===== src/rtl/master_axi_write_sequencer.sv =====
// AXI4 write-transaction sequencer: drives AW and W concurrently, then waits on B,
// with an optional abort after TIMEOUT_CYCLES busy cycles.
module master_axi_write_sequencer #(
    parameter int BRESP_WIDTH    = 2,
    parameter int TIMEOUT_WIDTH  = 16,
    parameter int TIMEOUT_CYCLES = 1000
) (
    input  logic                   clock,
    input  logic                   reset_n,
    input  logic                   start,
    output logic                   busy,
    output logic                   done,
    output logic [BRESP_WIDTH-1:0] response,
    output logic                   error,
    output logic                   timeout,
    output logic                   aw_enable,
    input  logic                   aw_done,
    output logic                   w_enable,
    input  logic                   w_done,
    output logic                   b_enable,
    input  logic                   b_done,
    input  logic [BRESP_WIDTH-1:0] b_response
);

    typedef enum logic [1:0] {
        IDLE      = 2'd0,
        ADDR_DATA = 2'd1,
        RESP      = 2'd2
    } state_t;

    localparam bit                     TIMEOUT_EN   = (TIMEOUT_CYCLES != 0);
    localparam logic [TIMEOUT_WIDTH-1:0] TIMEOUT_LAST = TIMEOUT_WIDTH'(TIMEOUT_CYCLES - 1);

    state_t                   r_state;
    logic                     r_aw_got;
    logic                     r_w_got;
    logic [TIMEOUT_WIDTH-1:0] r_count;
    logic                     r_done;
    logic [BRESP_WIDTH-1:0]   r_response;
    logic                     r_error;
    logic                     r_timeout;

    logic w_aw_hit;
    logic w_w_hit;
    logic w_expired;

    // Enables depend only on registered state so no path runs from *_done back to *_enable.
    assign aw_enable = (r_state == ADDR_DATA) && !r_aw_got;
    assign w_enable  = (r_state == ADDR_DATA) && !r_w_got;
    assign b_enable  = (r_state == RESP);
    assign busy      = (r_state != IDLE);
    assign done      = r_done;
    assign response  = r_response;
    assign error     = r_error;
    assign timeout   = r_timeout;

    assign w_aw_hit  = r_aw_got || (aw_enable && aw_done);
    assign w_w_hit   = r_w_got  || (w_enable  && w_done);
    assign w_expired = TIMEOUT_EN && (r_count == TIMEOUT_LAST);

    always_ff @(posedge clock or negedge reset_n) begin
        if (!reset_n) begin
            r_state    <= IDLE;
            r_aw_got   <= 1'b0;
            r_w_got    <= 1'b0;
            r_count    <= '0;
            r_done     <= 1'b0;
            r_response <= '0;
            r_error    <= 1'b0;
            r_timeout  <= 1'b0;
        end else begin
            r_done <= 1'b0;
            case (r_state)
                IDLE: begin
                    if (start) begin
                        r_state    <= ADDR_DATA;
                        r_aw_got   <= 1'b0;
                        r_w_got    <= 1'b0;
                        r_count    <= '0;
                        r_response <= '0;
                        r_error    <= 1'b0;
                        r_timeout  <= 1'b0;
                    end
                end
                ADDR_DATA: begin
                    r_count <= r_count + TIMEOUT_WIDTH'(1);
                    if (w_expired) begin
                        r_state   <= IDLE;
                        r_aw_got  <= 1'b0;
                        r_w_got   <= 1'b0;
                        r_timeout <= 1'b1;
                        r_error   <= 1'b1;
                        r_done    <= 1'b1;
                    end else if (w_aw_hit && w_w_hit) begin
                        r_state  <= RESP;
                        r_aw_got <= 1'b0;
                        r_w_got  <= 1'b0;
                    end else begin
                        r_aw_got <= w_aw_hit;
                        r_w_got  <= w_w_hit;
                    end
                end
                RESP: begin
                    r_count <= r_count + TIMEOUT_WIDTH'(1);
                    // A response arriving in the expiry cycle still counts as completion.
                    if (b_done) begin
                        r_state    <= IDLE;
                        r_response <= b_response;
                        r_error    <= (b_response != '0);
                        r_done     <= 1'b1;
                    end else if (w_expired) begin
                        r_state   <= IDLE;
                        r_timeout <= 1'b1;
                        r_error   <= 1'b1;
                        r_done    <= 1'b1;
                    end
                end
                default: r_state <= IDLE;
            endcase
        end
    end

endmodule

===== config.mk =====
export PLATFORM = sky130hd
export DESIGN_NAME = master_axi_write_sequencer
export DESIGN_NICKNAME = d
export VERILOG_FILES = /design/src/rtl/master_axi_write_sequencer.sv
export SDC_FILE = /design/constraint.sdc
export NUM_CORES = 1
export LEC_CHECK = 0
export BUFFER_PORTS_ARGS = -buffer_cell sky130_fd_sc_hd__buf_2
export CAP_MARGIN = 20
export CORE_UTILIZATION = 60
export DETAILED_ROUTE_END_ITERATION = 6
export PLACE_DENSITY = 0.83
export SYNTH_ARGS = -nofsm -noshare
export SYNTH_HDL_FRONTEND = slang
export SYNTH_SLANG_ARGS = --single-unit

===== constraint.sdc =====
create_clock -name clock -period 4.1 [get_ports clock]
set_input_delay 0.41 -clock clock [delete_from_list [all_inputs] [get_ports clock]]
set_output_delay 0.41 -clock clock [all_outputs]
set_load 0.005 [all_outputs]

==> summary.txt, run 1 <==
Synth
  • FF+latch count, synth: 25
  • Mean Syn Cell Area: ~9 um^2
  • Ys Warns: 0
  • Post-Syn Area: about 0.0014 mm^2
  • Synth Instances: 159
  • Sequential element share of the synthesized area: 43.3%
  • Syn_nets: 172
  • Unique masters post-synth: 42

Worst setup path
  • CP Data Required Time: about 4.4 ns
  • Setup crit end kind: flip-flop
  • CP Max Fanout: 9
  • CP arrival: 2.57 ns
  • Critical setup path kind: flip-flop to flip-flop
  • Startpoint Class: flip-flop

GRT
  • GRT met2 Usage: between 40% and 50%
  • Initial antenna violation count: 0
  • Tot GR Track Use: 24.7%
  • Met3 Use GR: ~2.7%
  • Met1 usage: 32.8%
  • Vias in the first global route: 1,142
  • GRT Residual Overflow: 0
  • Pin count of the biggest net entering global routing: 26
  • First-pass GRT wire length: 4.84 mm
  • Gr busiest metal: met2

Routing
  • Vias per inst: 6.31
  • Vias: 1,275
  • First-iteration detailed-routing DRC count: 34
  • Antenna-violating nets left: 0
  • DRC: 0
  • Routed WL: 2.99 mm
  • Wire length per cell: 14.8 um
  • DR pass1 iterations: 4

STA
  • Slew headroom: 63.2%
  • Setup-failing EPs final: 0
  • TNS Setup: 0 ns
  • Least-Margin Pin Slew: 0.552 ns
  • RSZ-0062 raised after global routing: false
  • Count of pins over their slew limit: 0
  • Crit share post-route: 56.6%
  • Final min period: 2.32 ns
  • Final Hold Violating Endpoints: 0
  • Max Freq: around 430 MHz
  • Skew final: 0.00178 ns

Die
  • Die width: 51.1 um
  • Core ar.: 0.00223 mm^2
  • FP Rows: 17
  • Die ar.: 0.00261 mm^2
  • Io pins: 17
  • Initial Util: 64.7%
  • Die Y: 51.1 um

Status
  • Status: finished, final reports clean

Pwr
  • Leak: 0.661 nW
  • Peak supply drop: 454 uV
  • Power Density: 533 mW/mm^2
  • Final total power: about 0.83 mW

Cells and area
  • Register area: 626 um^2
  • Layout Cells excl Fill: 202
  • Post-Layout Inst Area: 0.00156 mm^2
  • Number of fill cells: 188
  • N_diodes: 0
  • Share of cells above drive strength 1: between 15 and 20%
  • Area Overhead vs Synth: 7.71%
  • Multi-input logic area: ~760 um^2
  • Final net count: 188

Clock tree
  • Clock sinks: 25
  • PostCTS Resize Cnt: 0
  • CTS tree: built
  • # Post-CTS Setup Buffers: 0
  • Total CTS buffers: 3
  • Clock Tree Root: clkbuf_4
  • H-tree Lvls: 1
  • Post-CTS Hold Fix Bufs: 0
  • Skew-Pair Late Insertion Delay: 0.32 ns
  • Worst-path clk slew: between 0.1 and 0.15 ns
  • Clk buf depth: 2

Run
  • Max-cap viol count: 0

Placement
  • Port buffer count: 16
  • Final GP Congestion: 0.787
  • Post-DP Area: ~0.0015 mm^2
  • Placed cell count: 198
  • DP HPWL: 2.17 mm

Hold path
  • Hold Path Class: input port to async pin
-- per-layer routing --
| metal | wire length, um | vias to the layer above |
|---|---|---|
| met5 | 0 | - |
| met4 | 25 | 0 |
| met3 | 157 | 4 |
| met2 | 1430 | 40 |
| met1 | 1370 | 609 |
| li1 | - | 622 |
-- logic make-up after synthesis --
family | synth area share [%]
AO/OA/AOI/OAI | 21.4
XOR/XNOR | 0.606
adder cells (fa/ha/maj) | 4.33
buffers and inverters | 4.41
flip-flops | 43.3
multiplexers | 0.779
AND/OR/NAND/NOR | 25.2
-- worst max-delay path: stages, from the launching register on --
cell and delay, ns:
dfrtp_1 0.40, inv_1 0.09, ha_1 0.27, nor2b_4 0.17, or4_1 0.65, or4_1 0.51
a21oi_1 0.16
-- power breakdown --
part | total (mW) | switching, mW | internal, mW
clock | 0.110 | 0.0719 | 0.0381
sequential | 0.321 | 0.0345 | 0.286
combinational | 0.398 | 0.244 | 0.154
-- per-stage QoR --
stage | setup slack [ns] | utilization (%) | hold slack [ns]
finish | 1.78 | 69.7 | 0.0578
global route | 1.66 | 69.7 | 0.0992
global placement | 1.92 | 68.5 | 0.422
CTS | 1.78 | 69.7 | 0.0685
detailed placement | 1.81 | 68.5 | 0.429
floorplan | 1.99 | - | 0.114
-- worst paths after layout --
check | cells past startpoint | from | to | slack [ns]
max in group asynchronous | 1 | reset_n | r_count[5] | 3.68
worst min-delay path | 1 | reset_n | r_count[8] | 0.06
worst min register to register | 1 | r_count[9] | r_count[9] | 0.52
worst max-delay path | 6 | r_state[0] | r_count[12] | 1.78
worst max register to register | 6 | r_state[0] | r_count[12] | 1.78
min in group clock | 3 | w_done | r_aw_got | 0.37
-- area by class of cell --
class,count,area share [%]
Sequential cell,25,40.2
Multi-Input combinational cell,120,48.6
Timing Repair Buffer,16,5.14
Inverter,9,2.17
Clock buffer,4,1.69
Tap cell,28,2.25
-- registers in the layout, summed over array words and instances (netlist names) --
register and count:
r_count 16, r_state 2, response 2, done 1
error 1, r_aw_got 1, r_w_got 1, timeout 1
-- layout by cell type, fill, tap and decap left out, drive strengths merged, types with 3 or more instances in the layout --
cell    netlist  routed
a21oi        16      16
nand4         3       3
inv           9       9
o21ai        16      16
nor2b         5       5
dfrtp        25      25
or4           5       5
and4          3       3
or3           6       6
nand2        12      12
nand3        11      11
o31ai         7       7
nor2          6       6
buf           1      16
clkbuf        4       4
ha            5       5
-- synth_stat cells (all sizes together) --
master  instances  share of area, %
a211oi          1              0.52
a21boi          1              0.52
a21oi          16               5.5
a22oi           2               1.0
a31oi           2              0.87
and2            2              0.87
and4            3               1.9
buf             1              0.35
clkbuf          4               1.7
dfrtp          25                43
ha              5               4.3
inv             9               2.3
mux2            1              0.78
nand2          12               3.3
nand2b          1              0.43
nand3          11               3.8
nand4           3               1.3
nand4b          1              0.61
nor2            6               1.7
nor2b           5               2.7
nor3            1              0.35
nor3b           1              0.52
nor4            1              0.43
nor4bb          1              0.69
o211ai          1              0.52
o21a            2               1.0
o21ai          16               5.5
o21bai          1              0.52
o22ai           1              0.43
o311ai          1              0.61
o31ai           7               3.6
o41ai           1              0.61
or3             6               2.8
or3b            2               1.2
or4             5               2.6
xor2            1              0.61
Note: power is estimated with default switching activity, not from simulation.
==> inputs of run 2 (changes only) <==
--- a/config.mk
+++ b/config.mk
@@ -5,11 +5,12 @@
 export SDC_FILE = /design/constraint.sdc
 export NUM_CORES = 1
 export LEC_CHECK = 0
+export ABC_AREA = 1
 export BUFFER_PORTS_ARGS = -buffer_cell sky130_fd_sc_hd__buf_2
 export CAP_MARGIN = 20
-export CORE_UTILIZATION = 60
+export CORE_UTILIZATION = 52
 export DETAILED_ROUTE_END_ITERATION = 6
-export PLACE_DENSITY = 0.83
+export PLACE_DENSITY = 0.76
 export SYNTH_ARGS = -nofsm -noshare
 export SYNTH_HDL_FRONTEND = slang
 export SYNTH_SLANG_ARGS = --single-unit
==> constraint.sdc (replaced) <==
create_clock -name clock -period 2.1 [get_ports clock]
set_input_delay 0.21 -clock clock [delete_from_list [all_inputs] [get_ports clock]]
set_output_delay 0.21 -clock clock [all_outputs]
set_load 0.005 [all_outputs]
==> run 2 against run 1 <==
Compared with the run above: synthesized area up 4.4%; highest routed layer unchanged; design area up 6.6%; largest power group unchanged; hold slack better by 0.12 ns; sequential power up 92%; non-clock buffer count up 1; cell count up 30%; worst setup slack worse by 1.5 ns; flip-flop and latch count unchanged; routed wire length up 3.1%.
==> summary.txt, run 2 <==
Status
  • Status: finished, final reports clean

Cells and area
  • Most frequent cells in the layout: 50 x nand2_1, 39 x inv_1, 25 x dfrtp_1
  • Fin util: 60.2%
  • Final net count: 245
  • Post-Layout Inst Area: about 0.0017 mm^2
  • Reg with most FFs: r_count
  • Area Overhead vs Synth: 9.95%
  • Max reg flops: 16
  • Commonest non-fill, non-tap cell in the layout: nand2_1
  • Layout Cells excl Fill: 262
  • Share of cells above drive strength 1: 12.6%
  • N_diodes: 0

Clock tree
  • Skew-Pair Late Insertion Delay: between 0.3 and 0.4 ns
  • H-tree Lvls: 1
  • CTS tree: built
  • Clock sinks: 25
  • Clock Tree Root: clkbuf_4
  • Worst-path clk slew: 0.14 ns
  • Clk buf depth: 2
  • Total CTS buffers: 3

Pwr
  • Peak supply drop: 959 uV
  • Net Sw Power: between 0.7 and 0.8 mW
  • Reg power frac: 38.2%
  • Combinational power share: 48.5%
  • Pint: roughly 0.90 mW
  • Final total power: 1.61 mW
  • Clock share of power: 13.3%
  • Power Density: 972 mW/mm^2
  • Sw Share: 43.9%
  • Leak: 0.848 nW

Die
  • Io pins: 17
  • Die width: 55.9 um
  • Die Y: 55.9 um
  • Core ar.: around 0.0028 mm^2
  • Initial Util: a little over half
  • FP Rows: 19
  • Die ar.: 0.00312 mm^2

STA
  • Final Hold Violating Endpoints: 0
  • Slew headroom: 64.2%
  • Crit share post-route: 85.1%
  • Count of pins over their slew limit: 0
  • Hold slack final: 0.174 ns
  • TNS Setup: 0 ns
  • Max Freq: 560 MHz
  • Worst setup margin: 0.313 ns
  • RSZ-0062 raised after global routing: false
  • Final min period: 1.79 ns
  • Least-Margin Pin Slew: 0.536 ns
  • Skew final: 0.0108 ns
  • Setup-failing EPs final: 0

Placement
  • Dpl ws: 0.365 ns
  • Placed cell count: ~260
  • Port buffer count: 16
  • Post-DP Area: 0.00162 mm^2
  • Final GP Congestion: 0.880
  • DP HPWL: 2.38 mm

Hold path
  • Hold path startpoint: b_response[0]
  • Hold Crit Depth: 3
  • Hold Path Class: input port to flip-flop
  • Hold Path End: response[0]

Synth
  • Compound-cell area share of the yosys netlist: 9.78%
  • Post-synth ARST share: 100%
  • Main synth FF type: dfrtp_1
  • Ys Warns: 0
  • Largest family of logic cells by synthesized area: simple AND/OR/NAND/NOR gates
  • Sequential element share of the synthesized area: between 40% and 50%
  • Post-synthesis mux area share: 0%
  • Post-Synth Simple-Gate Area: between 30% and 40%
  • Post-Syn Area: about 0.0015 mm^2
  • Synth area leader: dfrtp_1
  • Syn_nets: 224
  • Synth area leaders: dfrtp_1 41%, nand2_1 12%, inv_1 9.7%
  • Number of flops mapped to enable cells by yosys: 0
  • FF+latch count, synth: 25
  • Xor/xnor share of the synthesized area: 0%
  • Top cell type's share of synthesized area: 41.5%
  • Unique masters post-synth: 27
  • Mean Syn Cell Area: approximately 7.2 um^2
  • Post-Synth Adder-Cell Area: 4.15%
  • Commonest cells post-synth: 50 x nand2_1, 39 x inv_1, 25 x dfrtp_1
  • Synth Instances: about 210
  • Cell with the most instances after synthesis: nand2_1

Worst setup path
  • CP max stage cell: dfrtp_1
  • Critical setup path kind: flip-flop to flip-flop
  • Setup crit end kind: flip-flop
  • CP arrival: 2.01 ns
  • Worst R2R End: r_count[11]
  • Critical path, cell by cell: inv_1, ha_1, nand2_2, nand2_4, nor2_2, inv_1, o21ai_0, a21oi_1
  • CP Max Fanout: 14
  • Buffers and inverters on the worst path: 2
  • Critical R2R Launch: r_state[0]
  • CP Data Required Time: between 2 and 2.5 ns
  • Reg2reg path depth: 8
  • R2R Setup Slk: about 0.31 ns
  • Startpoint Class: flip-flop
  • Family with the most delay on the worst path: simple AND/OR/NAND/NOR gates
  • Worst path most repeated cell: inv_1
  • CP max stage delay: roughly 0.42 ns

Routing
  • Wire length per cell: 11.8 um
  • First-iteration detailed-routing DRC count: 56
  • Vias: 1,329
  • Vias per inst: 5.07
  • DRC: 0
  • DR pass1 iterations: 4
  • Antenna-violating nets left: 0
  • Routed WL: a little over 3 mm

GRT
  • Pin count of the biggest net entering global routing: 26
  • Vias in the first global route: 1,237
  • Initial antenna violation count: 0
  • First-pass GRT wire length: 5.42 mm
  • Tot GR Track Use: 21.8%
  • GRT Residual Overflow: 0

Run
  • Max-cap viol count: 0
## run 2: power by group through the flow
stage / registers (mW) / logic (mW) / clock network [mW]
after CTS: 0.617 / 0.776 / 0.220
after detailed placement: 0.627 / 0.770 / 0
final: 0.616 / 0.783 / 0.214
after floorplan: 0.619 / 0.571 / 0
after global placement: 0.622 / 0.763 / 0
after global routing: 0.627 / 0.887 / 0.243
## run 2: cells by family (layout without fill, tap and decap cells)
| kind of cell | count (synthesis) | after routing |
|---|---|---|
| simple gates | 115 | 115 |
| flops | 25 | 25 |
| compound gates | 26 | 26 |
| buf+inv | 40 | 60 |
| fa+ha+maj | 5 | 5 |
## run 2: cell type report
class / instances / area, um^2
clock buffer: 4 / 26.3
fill: 267 / 1100
inverter: 39 / 146
multi-input combinational: 146 / 732
sequential: 25 / 626
tap: 31 / 38.8
timing repair buffer: 17 / 90.1
## run 2: layer usage
metal  vias up  track usage [%]  share of wire [%]  wire length, um
met5         -                0                  0                0
met4         0             7.32               0.75               23
met3         2             2.56                4.2              128
met2        36             32.2                 43             1330
met1       579             33.4                 52             1600
li1        712                -                  -                -
## run 2: worst reg2reg max path: cells and delay by family, from the launching register on
family | cells | cell delay (ns)
AOI/OAI and AO/OA | 2 | 0.18
adders and majority gates | 1 | 0.25
and+or+nand+nor | 3 | 0.57
DFF | 1 | 0.42
buffers and inverters | 2 | 0.28
## run 2: how the worst max path moves through the flow
stage                     startpoint     endpoint  slack, ns  depth (start not counted)
after CTS                 r_state[0]  r_count[11]       0.34                          8
after global routing      r_state[0]   r_count[7]       0.19                          8
after floorplan           r_state[0]  r_count[13]       0.64                         10
after detailed placement  r_state[0]  r_count[11]       0.37                          8
after global placement    r_state[0]   r_count[7]       0.43                          8
final                     r_state[0]  r_count[11]       0.31                          8
## run 2: what timing repair did
action / 4_1_cts / 5_1_grt
endpoints found under the setup margin: 0 / 0
setup buffers: 0 / 0
endpoints found under the hold margin: 25 / 0
hold buffers: 1 / 0
gates resized for setup: 0 / 0
==> inputs of run 3 (changes only) <==
--- a/config.mk
+++ b/config.mk
@@ -10,7 +10,8 @@
 export CAP_MARGIN = 20
 export CORE_UTILIZATION = 52
 export DETAILED_ROUTE_END_ITERATION = 6
-export PLACE_DENSITY = 0.76
+export GPL_ROUTABILITY_DRIVEN = 0
+export PLACE_DENSITY = 0.75
 export SYNTH_ARGS = -nofsm -noshare
 export SYNTH_HDL_FRONTEND = slang
 export SYNTH_SLANG_ARGS = --single-unit
==> run 3 against run 2 <==
Compared with the run above: highest routed layer unchanged; cell count did not move; routed wire length rose by 1.3%; largest cell class unchanged; non-clock buffer count did not move; critical path depth did not move; register-to-register slack improved by 0.06 ns; combinational power barely moved; die area did not move; sequential share of layout area barely moved; largest power group unchanged; via count rose by 3.0%; sequential power barely moved; count of clock-buffer cells in the layout fell by 1.
==> summary.txt, run 3 (synthesis results as in run 2) <==
Clock tree
  • Post-CTS Hold Fix Bufs: 1
  • Clk buf depth: 2
  • Worst-path clk slew: 0.14 ns
  • # Post-CTS Setup Buffers: 0
  • Clock Tree Root: clkbuf_4
  • CTS tree: built
  • Skew-Pair Late Insertion Delay: ~0.31 ns
  • Clock sinks: 25
  • H-tree Lvls: 1
  • Total CTS buffers: 3
  • PostCTS Resize Cnt: 0

Cells and area
  • Multi-input logic area: between 700 and 800 um^2
  • Area Overhead vs Synth: 10.0%
  • Share of cells above drive strength 1: between 10% and 20%
  • N_diodes: 0
  • Number of fill cells: roughly 280
  • Commonest non-fill, non-tap cell in the layout: nand2_1
  • Reg with most FFs: r_count
  • Post-Layout Inst Area: 0.00166 mm^2
  • Max reg flops: 16
  • Most frequent cells in the layout: 50 x nand2_1, 39 x inv_1, 25 x dfrtp_1
  • Fin util: 60.2%
  • Final net count: 245
  • Register area: 626 um^2

Routing
  • DRC: 0
  • Antenna-violating nets left: 0
  • Routed WL: 3.12 mm
  • Wire length per cell: 11.9 um
  • First-iteration detailed-routing DRC count: between 60 and 70
  • Vias per inst: 5.23
  • DR pass1 iterations: 4
  • Vias: 1,369

STA
  • RSZ-0062 raised after global routing: false
  • Count of pins over their slew limit: 0
  • Setup-failing EPs final: 0
  • Slew headroom: 65.2%
  • Final min period: 1.73 ns
  • Skew final: 0.00851 ns
  • Final Hold Violating Endpoints: 0
  • Max Freq: 579 MHz
  • TNS Setup: 0 ns
  • Least-Margin Pin Slew: 0.523 ns
  • Crit share post-route: 82.3%

Die
  • Die width: between 50 and 60 um
  • Die ar.: around 0.0031 mm^2
  • Initial Util: 54.7%
  • Die Y: 55.9 um
  • FP Rows: 19
  • Core ar.: 0.00276 mm^2
  • Io pins: 17

Hold path
  • Hold Path Class: input port to flip-flop
  • Hold Crit Depth: 3
  • Hold Path End: response[1]
  • Hold path startpoint: b_response[1]

Status
  • Status: finished, final reports clean

Placement
  • DP HPWL: 2.39 mm
  • Post-DP Area: 0.00162 mm^2
  • Port buffer count: 16

Worst setup path
  • Reg2reg path depth: 8
  • CP Data Required Time: 2.32 ns
  • Critical setup path kind: flip-flop to flip-flop
  • Worst setup path start: r_state[0]
  • R2R Setup Slk: 0.37 ns
  • Critical R2R Launch: r_state[0]
  • Startpoint Class: flip-flop
  • Worst R2R End: r_count[6]
  • CP Max Fanout: 14
  • Setup crit end kind: flip-flop
  • CP arrival: 1.95 ns

GRT
  • Pin count of the biggest net entering global routing: 26
  • Tot GR Track Use: 22.0%
  • GRT Residual Overflow: 0
  • Vias in the first global route: around 1,300
  • First-pass GRT wire length: 5.41 mm
  • Initial antenna violation count: 0

Pwr
  • Leak: 0.851 nW
  • Power Density: between 900 and 1000 mW/mm^2
  • Peak supply drop: 838 uV

Run
  • Max-cap viol count: 0
run 3: report_power, final:
part / internal (mW) / switching [mW]
Combinational: 0.271 / 0.509
Clock: 0.0711 / 0.142
Sequential: 0.559 / 0.0572
run 3: area by class of cell:
type                            instances  area share, %
Timing Repair Buffer                   17           5.43
Clock buffer                            3           1.36
Tap cell                               31           2.34
Sequential cell                        25           37.7
Multi-Input combinational cell        146           44.1
Inverter                               39           8.82
Clock inverter                          1          0.301
run 3: through the flow:
step	hold WS (ns)	worst slack [ns]	power [mW]	instances
after floorplan	-0.0856	0.637	1.19	211
after global placement	0.234	0.431	1.39	257
after detailed placement	0.230	0.372	1.40	257
after CTS	0.160	0.373	1.62	262
after global routing	0.194	0.167	1.77	262
final	0.183	0.373	1.61	262
run 3: critical path, cell delays in order, from the launching register on:
cell	delay (ns)
dfrtp_1	0.41
inv_1	0.07
ha_1	0.24
nand2_2	0.15
nand2_4	0.13
nor2_2	0.26
inv_1	0.19
o21ai_0	0.12
a21oi_1	0.06
run 3: how the worst max path moves through the flow:
stage	endpoint	slack [ns]	cells after the start
6_report	r_count[6]	0.37	8
5_1_grt	r_count[10]	0.17	9
4_1_cts	r_count[6]	0.37	8
3_5_place_dp	r_count[6]	0.37	8
3_3_place_gp	r_count[11]	0.43	8
2_1_floorplan	r_count[13]	0.64	10
run 3: routing by layer:
metal,GRT usage [%],routed length [um],vias up
met5,0,0,-
met3,2.09,112,4
met1,33.5,1610,628
li1,-,-,708
met4,8.36,42,0
met2,32.5,1360,29
